==> src/rtl/cirno9_sim_monitor_if.sv <==
// cirno9 run-monitor bus: core taps and run control in, counters and verdict out.
interface cirno9_sim_monitor_if #(
  parameter int XLEN  = 32,
  parameter int CNT_W = 32,
  parameter int N_EVT = 4
);
  logic                   start;
  logic                   clear;
  logic [XLEN-1:0]        pc;
  logic                   instr_retired;
  logic [N_EVT-1:0]       evt;
  logic [XLEN-1:0]        result;
  logic [CNT_W-1:0]       cycle_cnt;
  logic [CNT_W-1:0]       instret_cnt;
  logic [N_EVT*CNT_W-1:0] evt_cnt;
  logic [7:0]             hit_cnt;
  logic [1:0]             state;
  logic                   done;
  logic                   pass;
  logic                   fail;
  logic [XLEN-1:0]        result_q;

  modport master (
    output start, clear, pc, instr_retired, evt, result,
    input  cycle_cnt, instret_cnt, evt_cnt, hit_cnt,
    input  state, done, pass, fail, result_q
  );

  modport slave (
    input  start, clear, pc, instr_retired, evt, result,
    output cycle_cnt, instret_cnt, evt_cnt, hit_cnt,
    output state, done, pass, fail, result_q
  );
endinterface

==> src/rtl/cirno9_sim_monitor.sv <==
// cirno9 run monitor: cycle/retire/event counters, tohost completion
// detection, pass/fail verdict and cycle timeout.
module cirno9_sim_monitor #(
  parameter int              XLEN        = 32,
  parameter int              CNT_W       = 32,
  parameter int              N_EVT       = 4,
  parameter logic [XLEN-1:0] TOHOST_PC   = 'h8000003c,
  parameter int              HIT_LIMIT   = 3,
  parameter int              HIT_MODE    = 0,
  parameter logic [XLEN-1:0] PASS_VAL    = 'h1,
  parameter int unsigned     TIMEOUT_CYC = 2500
) (
  input logic                  clk,
  input logic                  rst,
  cirno9_sim_monitor_if.slave  bus
);

  typedef enum logic [1:0] {
    IDLE = 2'd0,
    RUN  = 2'd1,
    DONE = 2'd2,
    TMO  = 2'd3
  } state_t;

  localparam logic [7:0]  HIT_LAST = 8'(HIT_LIMIT - 1);
  localparam bit          TO_EN    = (TIMEOUT_CYC != 0);
  localparam logic [63:0] TO_LAST  = 64'(TIMEOUT_CYC) - 64'd1;

  state_t           state_q;
  state_t           state_d;
  logic [CNT_W-1:0] cyc_q;
  logic [CNT_W-1:0] inst_q;
  logic [CNT_W-1:0] evt_q [N_EVT];
  logic [7:0]       hit_q;
  logic             prev_q;
  logic [XLEN-1:0]  res_q;
  logic             pass_q;
  logic             fail_q;

  logic run;
  logic match;
  logic hit_now;
  logic complete;
  logic tmo;
  logic res_ok;

  function automatic logic [CNT_W-1:0] sat_inc(
    input logic [CNT_W-1:0] v,
    input logic             en
  );
    return (en && v != '1) ? v + CNT_W'(1) : v;
  endfunction

  assign run      = (state_q == RUN);
  assign match    = (bus.pc == TOHOST_PC);
  // Mode 1 only counts the first cycle of each visit to tohost.
  assign hit_now  = match && (HIT_MODE == 0 || !prev_q);
  assign complete = run && hit_now && (hit_q == HIT_LAST);
  // Widened compare so narrow counters never alias the budget.
  assign tmo      = run && TO_EN && (64'(cyc_q) == TO_LAST);
  assign res_ok   = (bus.result == PASS_VAL);

  always_comb begin
    state_d = state_q;
    if (bus.clear) begin
      state_d = IDLE;
    end else begin
      unique case (state_q)
        IDLE: if (bus.start) state_d = RUN;
        RUN: begin
          if (complete)  state_d = DONE;
          else if (tmo)  state_d = TMO;
        end
        default: state_d = state_q;
      endcase
    end
  end

  always_ff @(posedge clk or posedge rst) begin
    if (rst) begin
      state_q <= IDLE;
      cyc_q   <= '0;
      inst_q  <= '0;
      hit_q   <= '0;
      prev_q  <= 1'b0;
      res_q   <= '0;
      pass_q  <= 1'b0;
      fail_q  <= 1'b0;
      for (int i = 0; i < N_EVT; i++) evt_q[i] <= '0;
    end else begin
      state_q <= state_d;
      if (bus.clear) begin
        cyc_q  <= '0;
        inst_q <= '0;
        hit_q  <= '0;
        prev_q <= 1'b0;
        res_q  <= '0;
        pass_q <= 1'b0;
        fail_q <= 1'b0;
        for (int i = 0; i < N_EVT; i++) evt_q[i] <= '0;
      end else if (state_q == IDLE) begin
        prev_q <= 1'b0;
      end else if (run) begin
        cyc_q  <= sat_inc(cyc_q, 1'b1);
        inst_q <= sat_inc(inst_q, bus.instr_retired);
        for (int i = 0; i < N_EVT; i++)
          evt_q[i] <= sat_inc(evt_q[i], bus.evt[i]);
        prev_q <= match;
        if (hit_now && hit_q != 8'hff)
          hit_q <= hit_q + 8'd1;
        // Completion beats a timeout landing on the same cycle.
        if (complete) begin
          res_q  <= bus.result;
          pass_q <= res_ok;
          fail_q <= !res_ok;
        end else if (tmo) begin
          res_q  <= bus.result;
          pass_q <= 1'b0;
          fail_q <= 1'b1;
        end
      end
    end
  end

  assign bus.cycle_cnt   = cyc_q;
  assign bus.instret_cnt = inst_q;
  assign bus.hit_cnt     = hit_q;
  assign bus.state       = state_q;
  assign bus.done        = state_q[1];
  assign bus.pass        = pass_q;
  assign bus.fail        = fail_q;
  assign bus.result_q    = res_q;

  for (genvar g = 0; g < N_EVT; g++) begin : g_evt
    assign bus.evt_cnt[g*CNT_W +: CNT_W] = evt_q[g];
  end

endmodule

==> src/flat_wrapper.sv <==
// flat-port wrapper written by rule: the top's interface ports become plain ports
module cirno9_sim_monitor_flat 
#(
  parameter int              XLEN        = 32,
  parameter int              CNT_W       = 32,
  parameter int              N_EVT       = 4,
  parameter logic [XLEN-1:0] TOHOST_PC   = 'h8000003c,
  parameter int              HIT_LIMIT   = 3,
  parameter int              HIT_MODE    = 0,
  parameter logic [XLEN-1:0] PASS_VAL    = 'h1,
  parameter int unsigned     TIMEOUT_CYC = 2500
)
  (clk, rst, bus_start, bus_clear, bus_pc, bus_instr_retired, bus_evt, bus_result, bus_cycle_cnt, bus_instret_cnt, bus_evt_cnt, bus_hit_cnt, bus_state, bus_done, bus_pass, bus_fail, bus_result_q);
  cirno9_sim_monitor_if #(.XLEN(XLEN), .CNT_W(CNT_W), .N_EVT(N_EVT)) bus_i ();
  input logic clk;
  input logic rst;
  input wire logic [$bits(bus_i.start)-1:0] bus_start;
  input wire logic [$bits(bus_i.clear)-1:0] bus_clear;
  input wire logic [$bits(bus_i.pc)-1:0] bus_pc;
  input wire logic [$bits(bus_i.instr_retired)-1:0] bus_instr_retired;
  input wire logic [$bits(bus_i.evt)-1:0] bus_evt;
  input wire logic [$bits(bus_i.result)-1:0] bus_result;
  output wire logic [$bits(bus_i.cycle_cnt)-1:0] bus_cycle_cnt;
  output wire logic [$bits(bus_i.instret_cnt)-1:0] bus_instret_cnt;
  output wire logic [$bits(bus_i.evt_cnt)-1:0] bus_evt_cnt;
  output wire logic [$bits(bus_i.hit_cnt)-1:0] bus_hit_cnt;
  output wire logic [$bits(bus_i.state)-1:0] bus_state;
  output wire logic [$bits(bus_i.done)-1:0] bus_done;
  output wire logic [$bits(bus_i.pass)-1:0] bus_pass;
  output wire logic [$bits(bus_i.fail)-1:0] bus_fail;
  output wire logic [$bits(bus_i.result_q)-1:0] bus_result_q;
  assign bus_i.start = bus_start;
  assign bus_i.clear = bus_clear;
  assign bus_i.pc = bus_pc;
  assign bus_i.instr_retired = bus_instr_retired;
  assign bus_i.evt = bus_evt;
  assign bus_i.result = bus_result;
  assign bus_cycle_cnt = bus_i.cycle_cnt;
  assign bus_instret_cnt = bus_i.instret_cnt;
  assign bus_evt_cnt = bus_i.evt_cnt;
  assign bus_hit_cnt = bus_i.hit_cnt;
  assign bus_state = bus_i.state;
  assign bus_done = bus_i.done;
  assign bus_pass = bus_i.pass;
  assign bus_fail = bus_i.fail;
  assign bus_result_q = bus_i.result_q;
  cirno9_sim_monitor #(.XLEN(XLEN), .CNT_W(CNT_W), .N_EVT(N_EVT), .TOHOST_PC(TOHOST_PC), .HIT_LIMIT(HIT_LIMIT), .HIT_MODE(HIT_MODE), .PASS_VAL(PASS_VAL), .TIMEOUT_CYC(TIMEOUT_CYC)) u_core (.clk(clk), .rst(rst), .bus(bus_i));
endmodule
==> config.mk <==
export PLATFORM = sky130hd
export DESIGN_NAME = cirno9_sim_monitor_flat
export DESIGN_NICKNAME = d
export VERILOG_FILES = /design/src/rtl/cirno9_sim_monitor_if.sv /design/src/rtl/cirno9_sim_monitor.sv /design/src/flat_wrapper.sv
export SDC_FILE = /design/constraint.sdc
export NUM_CORES = 1
export LEC_CHECK = 0
export ABC_AREA = 0
export ABC_CLOCK_PERIOD_IN_PS = 15750
export CAP_MARGIN = 40
export CELL_PAD_IN_SITES_DETAIL_PLACEMENT = 0
export CELL_PAD_IN_SITES_GLOBAL_PLACEMENT = 1
export CORE_ASPECT_RATIO = 1.25
export CORE_UTILIZATION = 32
export CTS_CLUSTER_SIZE = 12
export DETAILED_ROUTE_END_ITERATION = 12
export PLACE_DENSITY_LB_ADDON = 0.1
export SYNTH_ARGS = -nofsm -noshare
export SYNTH_HDL_FRONTEND = slang
export SYNTH_SLANG_ARGS = --single-unit
==> constraint.sdc <==
create_clock -name clk -period 15.75 [get_ports clk]
set_clock_uncertainty 0.15 [all_clocks]
set_input_delay 3.15 -clock clk [delete_from_list [all_inputs] [get_ports clk]]
set_output_delay 3.15 -clock clk [all_outputs]
set_load 0.02 [all_outputs]
==> results.tsv <==
stage	metric	value	unit
floorplanning	die_area	0.03955	mm^2
floorplanning	initial_utilization	0.3252	
clock_tree	cts_setup_buffers	0	
sta	setup_violations	0	
logic_synthesis	yosysMostFrequentCell	dfrtp_1	
sta	hold_viol_final	0	
pwr	power-per-cell-area	80.57	mW/mm^2
logic_synthesis	yosysWarnings	0	
placed_design	place_ws	9722	ps
floorplanning	io_pins	310	
logic_synthesis	async_flop_share	1.000	
grt	grt_pass1_wl	62.55	mm
pwr	power_leakage	0.006465	uW
sta	fin_ws	10250	ps
run	maxCapViolCount	0	
sta	fin_crit	5501	ps
floorplanning	core_area	0.03814	mm^2
outcome	status	finished, final reports clean	
worst_setup_path	crit_path_end_kind	flip-flop	
clock_tree	cts-root-buf	clkbuf_16	
worst_hold_path	hold_path.class	flip-flop to flip-flop	
worst_setup_path	crit_path_start_kind	input port	
finish	area_delta_synth_final	37.50	%
sta	finalCritPeriodShare	0.3492	
clock_tree	cts_resized	0	
placed_design	numPortBuffers	309	
grt	grtUsageTotal	0.1978	
finish	drive_above_1_share	0.05225	
routing	drt-initial-drc-count	590	
finish	nNetsFinal	1724	
floorplanning	rows	80	
sta	fmax	0.1818	GHz
floorplanning	chipWidth	178.1	um
sta	tns	0	ps
floorplanning	fp.dieH	222.1	um
clock_tree	cts_sinks	236	
logic_synthesis	syn_area	0.01240	mm^2
routing	viasPerCell	5.169	
grt	grt_start_max_net_pins	106	
worst_setup_path	worstPathRequired	16090	ps
worst_setup_path	critPathKind	input port to flip-flop	
grt	grt-ovfl-total	0	
routing	vias	11160	
logic_synthesis	yosys_register_bits	236	
logic_synthesis	netlist_top_cells_area	dfrtp_1 48%, nor2_1 5.5%, xnor2_1 5.5%	
clock_tree	numCtsBuffers	28	
logic_synthesis	synthCells	1342	
logic_synthesis	synth_area_leader_cell	dfrtp_1	
sta	worstMarginPinSlew	941.1	ps
logic_synthesis	ys.flop_type	dfrtp_1	
routing	drc	0	
logic_synthesis	synthDistinctLibCells	65	
logic_synthesis	synth_edf_count	0	
sta	grt_setup_unrepaired	no	
worst_setup_path	arrival	5840	ps
clock_tree	insertion_delay	560	ps
routing	antenna_left	0	
sta	slew_viol_final	0	
placed_design	post-dp-hpwl	27.55	mm
clock_tree	clk_pin_slew	60	ps
placed_design	gp_congestion	0.8171	
routing	totalWireLength	39.03	mm
clock_tree	cts_buffer_depth	3	
routing	firstDrtPassIters	5	
logic_synthesis	syn_nets	1423	
worst_setup_path	cp_max_fo	68	
routing	wl_per_cell	18.09	um
sta	maxSlewHeadroom	0.3697	
clock_tree	cts_tree	yes	
pwr	ir_drop	0.06811	mV
logic_synthesis	synth_commonest_cells	236 x dfrtp_1, 182 x nor2_1, 104 x nand2_1	
grt	antenna_found_initial	4	
grt	first_global_vias	10990	
logic_synthesis	syn_area_per_cell	9.241	um^2
logic_synthesis	synth_top_cell_area_share	0.4762	
clock_tree	cts_hold_buf	0	
logic_synthesis	yosysSeqAreaShare	0.4762	
clock_tree	ctsHtreeMaxLevel	1	
## layout make-up
class	count	area, um^2
clock inverters	8	117.6
inverters	25	101.3
multi-input cells	1029	6206
well taps	492	615.6
fillers	3746	21080
flip-flops and latches	236	5906
diodes	1	2.502
clock buffers	44	852.1
repair buffers	323	3252
## registers in the layout (all words and copies together), names as in the netlist
name	flops
u_core.bus.fail	1
u_core.bus.state	2
u_core.bus.instret_cnt	32
u_core.bus.evt_cnt	128
u_core.bus.pass	1
u_core.bus.result_q	32
u_core.bus.cycle_cnt	32
u_core.bus.hit_cnt	8
## critical path, stage by stage
cell and delay (ps):
clkdlybuf4s50_1 410, nor4b_1 330, nand4_1 190, nor4_2 790, a41oi_4 30, buf_4 350, a2111oi_0 430, a31o_2 160
## report_power, final
group          switching, uW  total (uW)  internal, uW
logic                   45.1        75.7          30.6
clock network            264         682           418
registers               6.24         616           610
total                    315        1370          1060
## kinds of logic (layout without fill, tap and decap cells)
group / after synthesis / after routing / share of synthesized area
other: 0 / 1 / 0
AND/OR/NAND/NOR: 704 / 704 / 0.3070
flip-flops: 236 / 236 / 0.4762
AO/OA/AOI/OAI: 170 / 170 / 0.07900
buffers and inverters: 77 / 400 / 0.02552
adder cells (fa/ha/maj): 8 / 8 / 0.008071
XOR/XNOR: 144 / 144 / 0.1017
multiplexers: 3 / 3 / 0.002522
## metal layers
metal | share of wire | wire (um) | global-route usage
met1 | 0.43 | 16810 | 0.2582
met2 | 0.48 | 18650 | 0.3223
met3 | 0.068 | 2671 | 0.04938
met4 | 0.022 | 849 | 0.05376
met5 | 0.0012 | 45 | 0
## stage by stage
step | total power [uW] | cell area (um^2) | cells | hold slack, ps | utilization
floorplan | 660.2 | 12400 | 1342 | 457.5 | -
global placement | 702.3 | 16000 | 2101 | 356.9 | 0.4195
detailed placement | 704.7 | 16080 | 2105 | 362.7 | 0.4217
CTS | 1400 | 17050 | 2157 | 369.8 | 0.4471
global route | 1434 | 17050 | 2157 | 376.8 | 0.4471
finish | 1374 | 17050 | 2158 | 362.8 | 0.4471
## layout by cell type, fill, tap and decap left out, types with 3 or more instances in the layout
master / n
ha_1: 8
clkbuf_16: 29
xnor2_1: 78
nand2_1: 104
a21oi_1: 88
nor4_4: 3
or3_1: 45
clkbuf_1: 8
clkinv_2: 4
or4_1: 8
a211oi_1: 3
a31oi_1: 7
nand4_1: 70
nand3_1: 73
clkdlybuf4s50_1: 308
and4_1: 17
nor4b_1: 9
xor2_1: 66
buf_4: 11
inv_1: 23
nand2b_1: 3
nor4_2: 4
nor2_1: 182
nor3_1: 55
o211ai_1: 6
bufinv_16: 3
nor3b_1: 4
nand3b_1: 36
dfrtp_1: 236
o21ai_0: 44
clkbuf_8: 7
and3_1: 30
and2_1: 10
nor4_1: 30
a2111oi_0: 3
## path summary, 6_finish.rpt
| kind | from | end | slack [ps] | depth (start not counted) |
|---|---|---|---|---|
| worst max-delay path | bus_pc[17] | u_core.bus.fail$_DFFE_PP0P_ | 10250 | 8 |
| worst min-delay path | u_core.bus.result_q[16]$_DFFE_PP0P_ | u_core.bus.result_q[16]$_DFFE_PP0P_ | 360 | 2 |
| worst max register to register | u_core.bus.state[1]$_DFFE_PP0P_ | u_core.bus.fail$_DFFE_PP0P_ | 12810 | 8 |
| worst min register to register | u_core.bus.result_q[16]$_DFFE_PP0P_ | u_core.bus.result_q[16]$_DFFE_PP0P_ | 360 | 2 |
| max in group asynchronous | rst | u_core.bus.evt_cnt[115]$_DFFE_PP0P_ | 11290 | 4 |
| min in group asynchronous | rst | u_core.bus.evt_cnt[39]$_DFFE_PP0P_ | 3000 | 2 |
No activity file was read; power rests on OpenSTA's default activity.
